$ cat src/rtl/shift_register.sv
// shift_register: synchronous shift register with parallel load.
// Used as a global branch-history register. Bit 0 holds the most recent
// outcome. The oldest bit falls off the top on every shift.
module shift_register #(
  parameter int unsigned           bus_width   = 10,
  parameter logic [bus_width-1:0]  RESET_VALUE = '0
) (
  input  logic                 clk_i,
  input  logic                 rst_i,
  input  logic                 write_en,
  input  logic                 shift_en,
  input  logic                 shift_i,
  input  logic [bus_width-1:0] data_i,
  output logic [bus_width-1:0] data_o
);

  // Reject unsupported widths when the design is elaborated
  generate
    if ((bus_width < 1) || (bus_width > 64)) begin : g_bad_width
      $error("shift_register: bus_width must be in 1..64");
    end
  endgenerate

  logic [bus_width-1:0] r_hist;
  logic [bus_width-1:0] w_shifted;

  // Width 1 has no lower bits to keep, so the shifted value is just the new bit
  generate
    if (bus_width == 1) begin : g_w1
      assign w_shifted = shift_i;
    end else begin : g_wn
      assign w_shifted = {r_hist[bus_width-2:0], shift_i};
    end
  endgenerate

  // History update: reset, then load, then shift, otherwise hold
  always_ff @(posedge clk_i) begin
    if (rst_i) begin
      r_hist <= RESET_VALUE;
    end else if (write_en) begin
      r_hist <= data_i;
    end else if (shift_en) begin
      r_hist <= w_shifted;
    end
  end

  assign data_o = r_hist;

endmodule

$ cat config.mk
export PLATFORM = sky130hd
export DESIGN_NAME = shift_register
export DESIGN_NICKNAME = d
export VERILOG_FILES = /design/src/rtl/shift_register.sv
export SDC_FILE = /design/constraint.sdc
export NUM_CORES = 1
export LEC_CHECK = 0
export CAP_MARGIN = 10
export CORE_AREA = 2 2 39 41
export DETAILED_ROUTE_END_ITERATION = 12
export DIE_AREA = 0 0 41 43
export GPL_TIMING_DRIVEN = 0
export HOLD_SLACK_MARGIN = 0.05
export PLACE_DENSITY = 0.84
export SLEW_MARGIN = 10
export SYNTH_ARGS = -nofsm -noshare
export SYNTH_HDL_FRONTEND = slang
export SYNTH_SLANG_ARGS = --single-unit
$ cat constraint.sdc
create_clock -name clk_i -period 1.3 [get_ports clk_i]
set_clock_uncertainty 0.05 [all_clocks]
set_input_delay 0.26 -clock clk_i [delete_from_list [all_inputs] [get_ports clk_i]]
set_output_delay 0.26 -clock clk_i [all_outputs]
set_load 0.01 [all_outputs]
==> qor.yml <==
worstSkewPairLatency_ps: 270
antenna_found_initial: 0
die_x_um: 41
yosysWarnings: 0
htree_levels: 1
n_antenna_cell: 0
maxSlewHeadroom_pct: 70.4
setup_viol: 0
place_hpwl_um: 694
numCtsBuffers: 3
syn_inst: 44
placedInstanceArea_um2: 701
grt_usage_pct: 13.8
synth_cell_type_count: 8
syn_area_per_cell_um2: 10.5
die-area_um2: 1760
setup.worst_path.class: "reg2out"
drt_wl_total_um: 968
fin_area_um2: 726
postCtsSetupRepairBufs: 0
crit_fanout: 3
worstPathCellList: "dlygate4sd2_1"
r2r_slack_ps: 510
finalPower_w: 0.000773
nets: 86
die_y_um: 43
ir_drop_mv: 0.513
largest_reg_flops: 10
grt_max_degree: 11
synth_fp_nets: 59
syn_area_um2: 460
layout_commonest_cell: "clkdlybuf4s50_1"
ys_seq_area_share_pct: 43.5
coreArea_um2: 1380
clk_path_buf_depth: 2
tightest_slew_ps: 443
path_clk_slew_ps: 70
cp-start-kind: "flop"
worst-path-buf-inv: 1
dp.cells: 82
slew_violations: 0
grt_pass1_wl_um: 1640
final_util_pct: 52.4
ys_ff_latch: 10
ios: 25
critPathMaxStageDelay_ps: 350
holdWs_ps: 347
final_cells: 86
finalHoldViolations: 0
cts.sinks: 10
worst_ep_arrival_time_ps: 900
first_pass_iters: 3
hold_class: "in2reg"
cp-end-kind: "output port"
syn2layout_area_growth_pct: 57.6
layout-drive-gt1-share_pct: 8.57
viasPerCell: 4.85
crit_required_ps: 990
p_leak_nw: 0.322
drt_iter0_drc: 6
rows: 14
postRouteAntennaNets: 0
cp_top_family: "flip-flops"
cap_violations: 0
start_util_pct: 33.3
status: "finished clean"
slowest_stage: "dfxtp_1"
port_buffers: 22
fin_crit_sh_pct: 93.2
fmax_ghz: 0.826
gp_congestion: 0.642
num_vias: 417
first_global_vias: 363
power_per_cell_area_nw_per_um2: 1070
gr-total-overflow: 0
wl_per_cell_um: 11.3
rsz0062_at_grt: "no"
post-route-min-period_ps: 1210
drc: 0
ctsRootBufferMaster: "clkbuf_4"
cts_tree: "yes"
## where the power goes
| part | switching [W] | leakage, nW | internal, W |
|---|---|---|---|
| Combinational | 0.0000599 | 0.218 | 0.0000888 |
| Sequential | 0.0000150 | 0.0832 | 0.000330 |
| Clock | 0.000110 | 0.0210 | 0.000170 |
## final cells by class
class / instances / area, um2
Fill cell: 129 / 658
Multi-Input combinational cell: 30 / 238
Timing Repair Buffer: 22 / 208
Sequential cell: 10 / 200
Clock buffer: 4 / 36.3
Buffer: 3 / 20.0
Tap cell: 16 / 20.0
Inverter: 1 / 3.75
## path summary, 6_finish.rpt
kind              from         to  depth (start not counted)
min reg2reg  data_o[9]  data_o[9]                          2
max          data_o[2]  data_o[2]                          1
min           shift_en  data_o[0]                          3
max reg2reg  data_o[6]  data_o[7]                          2
## stage by stage
| step | setup WS, ps | TNS, ps |
|---|---|---|
| 2_1_floorplan | 464 | 0 |
| 3_3_place_gp | -148 | -1370 |
| 3_5_place_dp | -179 | -1530 |
| 4_1_cts | 82.6 | 0 |
| 5_1_grt | 33.2 | 0 |
| 6_report | 88.6 | 0 |
## per-layer routing
| layer | wire length [um] | vias to the layer above | global-route usage [%] |
|---|---|---|---|
| met1 | 438 | 183 | 18.1 |
| met3 | 75 | 5 | 6.81 |
| met5 | 0 | - | 0 |
| li1 | - | 213 | - |
| met2 | 432 | 16 | 17.5 |
| met4 | 22 | 0 | 8.00 |
## repair_timing
| item | in CTS | in global routing |
|---|---|---|
| resized for setup | 10 | 2 |
| endpoints found under the setup margin | 10 | 2 |
| hold buffers | 0 | 0 |
## tightest hold or removal path, stage by stage
cell and delay (ps):
buf_6 130, mux2i_1 140, a211oi_1 80
## cells by family after synthesis
logic type	count (synthesis)	share of synthesized area (%)
AOI/OAI and AO/OA	10	16.3
DFF	10	43.5
and+or+nand+nor	10	13.6
muxes	10	21.7
buffers and inverters	4	4.89
## synthesized netlist by cell type
library cell  number  area share (%)
mux2i_1           10              22
dfxtp_1           10              43
nor2b_1           10              14
buf_6              1             2.4
clkinv_1           1            0.81
a211oi_1          10              16
buf_1              1            0.81
clkbuf_1           1            0.81
No activity file was read; power rests on OpenSTA's default activity.
==> edit, RTL diff (same settings) <==
`bus_width`: 10 -> 5.
--- a/src/rtl/shift_register.sv
+++ b/src/rtl/shift_register.sv
@@ -2,7 +2,7 @@
 // Used as a global branch-history register. Bit 0 holds the most recent
 // outcome. The oldest bit falls off the top on every shift.
 module shift_register #(
-  parameter int unsigned           bus_width   = 10,
+  parameter int unsigned           bus_width   = 5,
   parameter logic [bus_width-1:0]  RESET_VALUE = '0
 ) (
   input  logic                 clk_i,
Ports: changed (resized data_i and data_o); port bits go from 25 to 15. No check against the original RTL was run, so the function may have changed too.
==> edit against the original RTL <==
  * Area after synthesis is 49% lower
  * Total power fell by 44%
  * Sequential share of layout area decreased by 2.8 points
  * Wire length fell by 42%
  * Final area is 44% lower
  * Largest power group is now clock
  * Sequential cell count fell by 5
  * Largest cell class is now non-clock buffers
  * Worst setup slack better by 0.044 ns
==> edit: results (changes against the original RTL) <==
Clock Latency Late Sink - 0.24 ns (-0.03 ns)
Drt wl/cell - 10.20 um (-9.4%)
Sequential fraction of the synthesis area - 42.78% (-0.70 points)
Netlist cell types - 6 (-2)
Compound-cell area share of the yosys netlist - 16.04% (-0.26 points)
1st-pass router iterations - 4 (+1)
Headroom to the max-slew limit - 88.31% (+18 points)
Post-synthesis mux area share - 21.39% (-0.35 points)
M3 GR Usage - 1.571% (-5.2 points)
Largest net degree at the start of global routing - 7 (-4)
Top cells by instance count after synthesis - a211oi_1 (5), dfxtp_1 (5), mux2i_1 (5), nor2b_1 (5)
Status - finished, final reports clean
WL met2 - 316 um (-27%)
Crit-path max FO - 3 (unchanged)
Placed cells - 51 (-38%)
Highest metal used - met3
DP Worst Slack - 0.02630 ns (+0.2053 ns)
Syn avg cell area - 10.64 sq um (+1.6%)
Clock transition at path regs - 0.05 ns (-0.02 ns)
Post-CTS Resized - 5 (-5)
Global-route wire length before repair - 779 um (-52%)
Arrival @ worst endpoint - 0.86 ns (-0.04 ns)
Pwr/cell area - 1068 mW/mm^2 (+0.27%)
All-Layer GR Usage - 7.028% (-6.8 points)
Clock network fraction of total power - 41.2% (+5.0 points)
Worst R2R Start - data_o[1]$_SDFFE_PP0P_
Largest cells by area after synthesis - dfxtp_1 (43%), mux2i_1 (21%), a211oi_1 (16%), nor2b_1 (13%), buf_6 (4.8%)
Routed met1 length - 206 um (-53%)
Hold Path End - data_o[0]$_SDFFE_PP0P_
DP Area - 384.1 sq um (-45%)
Leakage - 0.0001782 uW (-45%)
Worst VDD drop - 0.1938 mV (-62%)
Iteration-0 DRC Markers - 3 (-3)
Met1 Use GR - 6.109% (-12 points)
PortBufs - 13 (-41%)
Placer Congestion - 0.6212 (-3.3%)
Syn Nets - 32 (-46%)
Slowest cell on crit path - dfxtp_1
Total Wirelength - 561 um (-42%)
Max FFs per register - 5 (-5)
Final net count - 50 (-42%)
Reg-to-reg endpoint - data_o[1]$_SDFFE_PP0P_
Sequential share of power - 40.1% (-4.5 points)
Worst hold margin - 0.3573 ns (+0.009923 ns)
Share of cells above drive strength 1 - 10.26% (+1.7 points)
NetSw - 99.50 uW (-46%)
Routed wl met3 - 38 um (-49%)
## edit: cell count changes in the layout (fill, tap and decap cells not counted), sizes merged
cell / delta
buf: -1
dlygate4sd2: -5
inv: +1
clkinv: -1
nor2b: -5
a211oi: -5
mux2i: -5
clkbuf: -1
clkdlybuf4s50: -4
dfxtp: -5
## edit: worst max-delay path by stage
stage,startpoint,endpoint,slack [ns],cells after the start
floorplan,shift_en,data_o[1]$_SDFFE_PP0P_,0.49,3
global placement,write_en,data_o[0]$_SDFFE_PP0P_,0.06,3
detailed placement,write_en,data_o[3]$_SDFFE_PP0P_,0.03,3
CTS,data_o[2]$_SDFFE_PP0P_,data_o[2],0.11,1
global route,data_o[2]$_SDFFE_PP0P_,data_o[2],0.07,1
finish,data_o[2]$_SDFFE_PP0P_,data_o[2],0.13,1
## edit: layout make-up
class,instances,area [sq um]
plain buffers,1,11.26
clock buffers,4,26.28
fillers,148,979.7
inverters,1,3.754
multi-input cells,15,118.9
flip-flops and latches,5,100.1
well taps,16,20.02
repair buffers,13,123.9
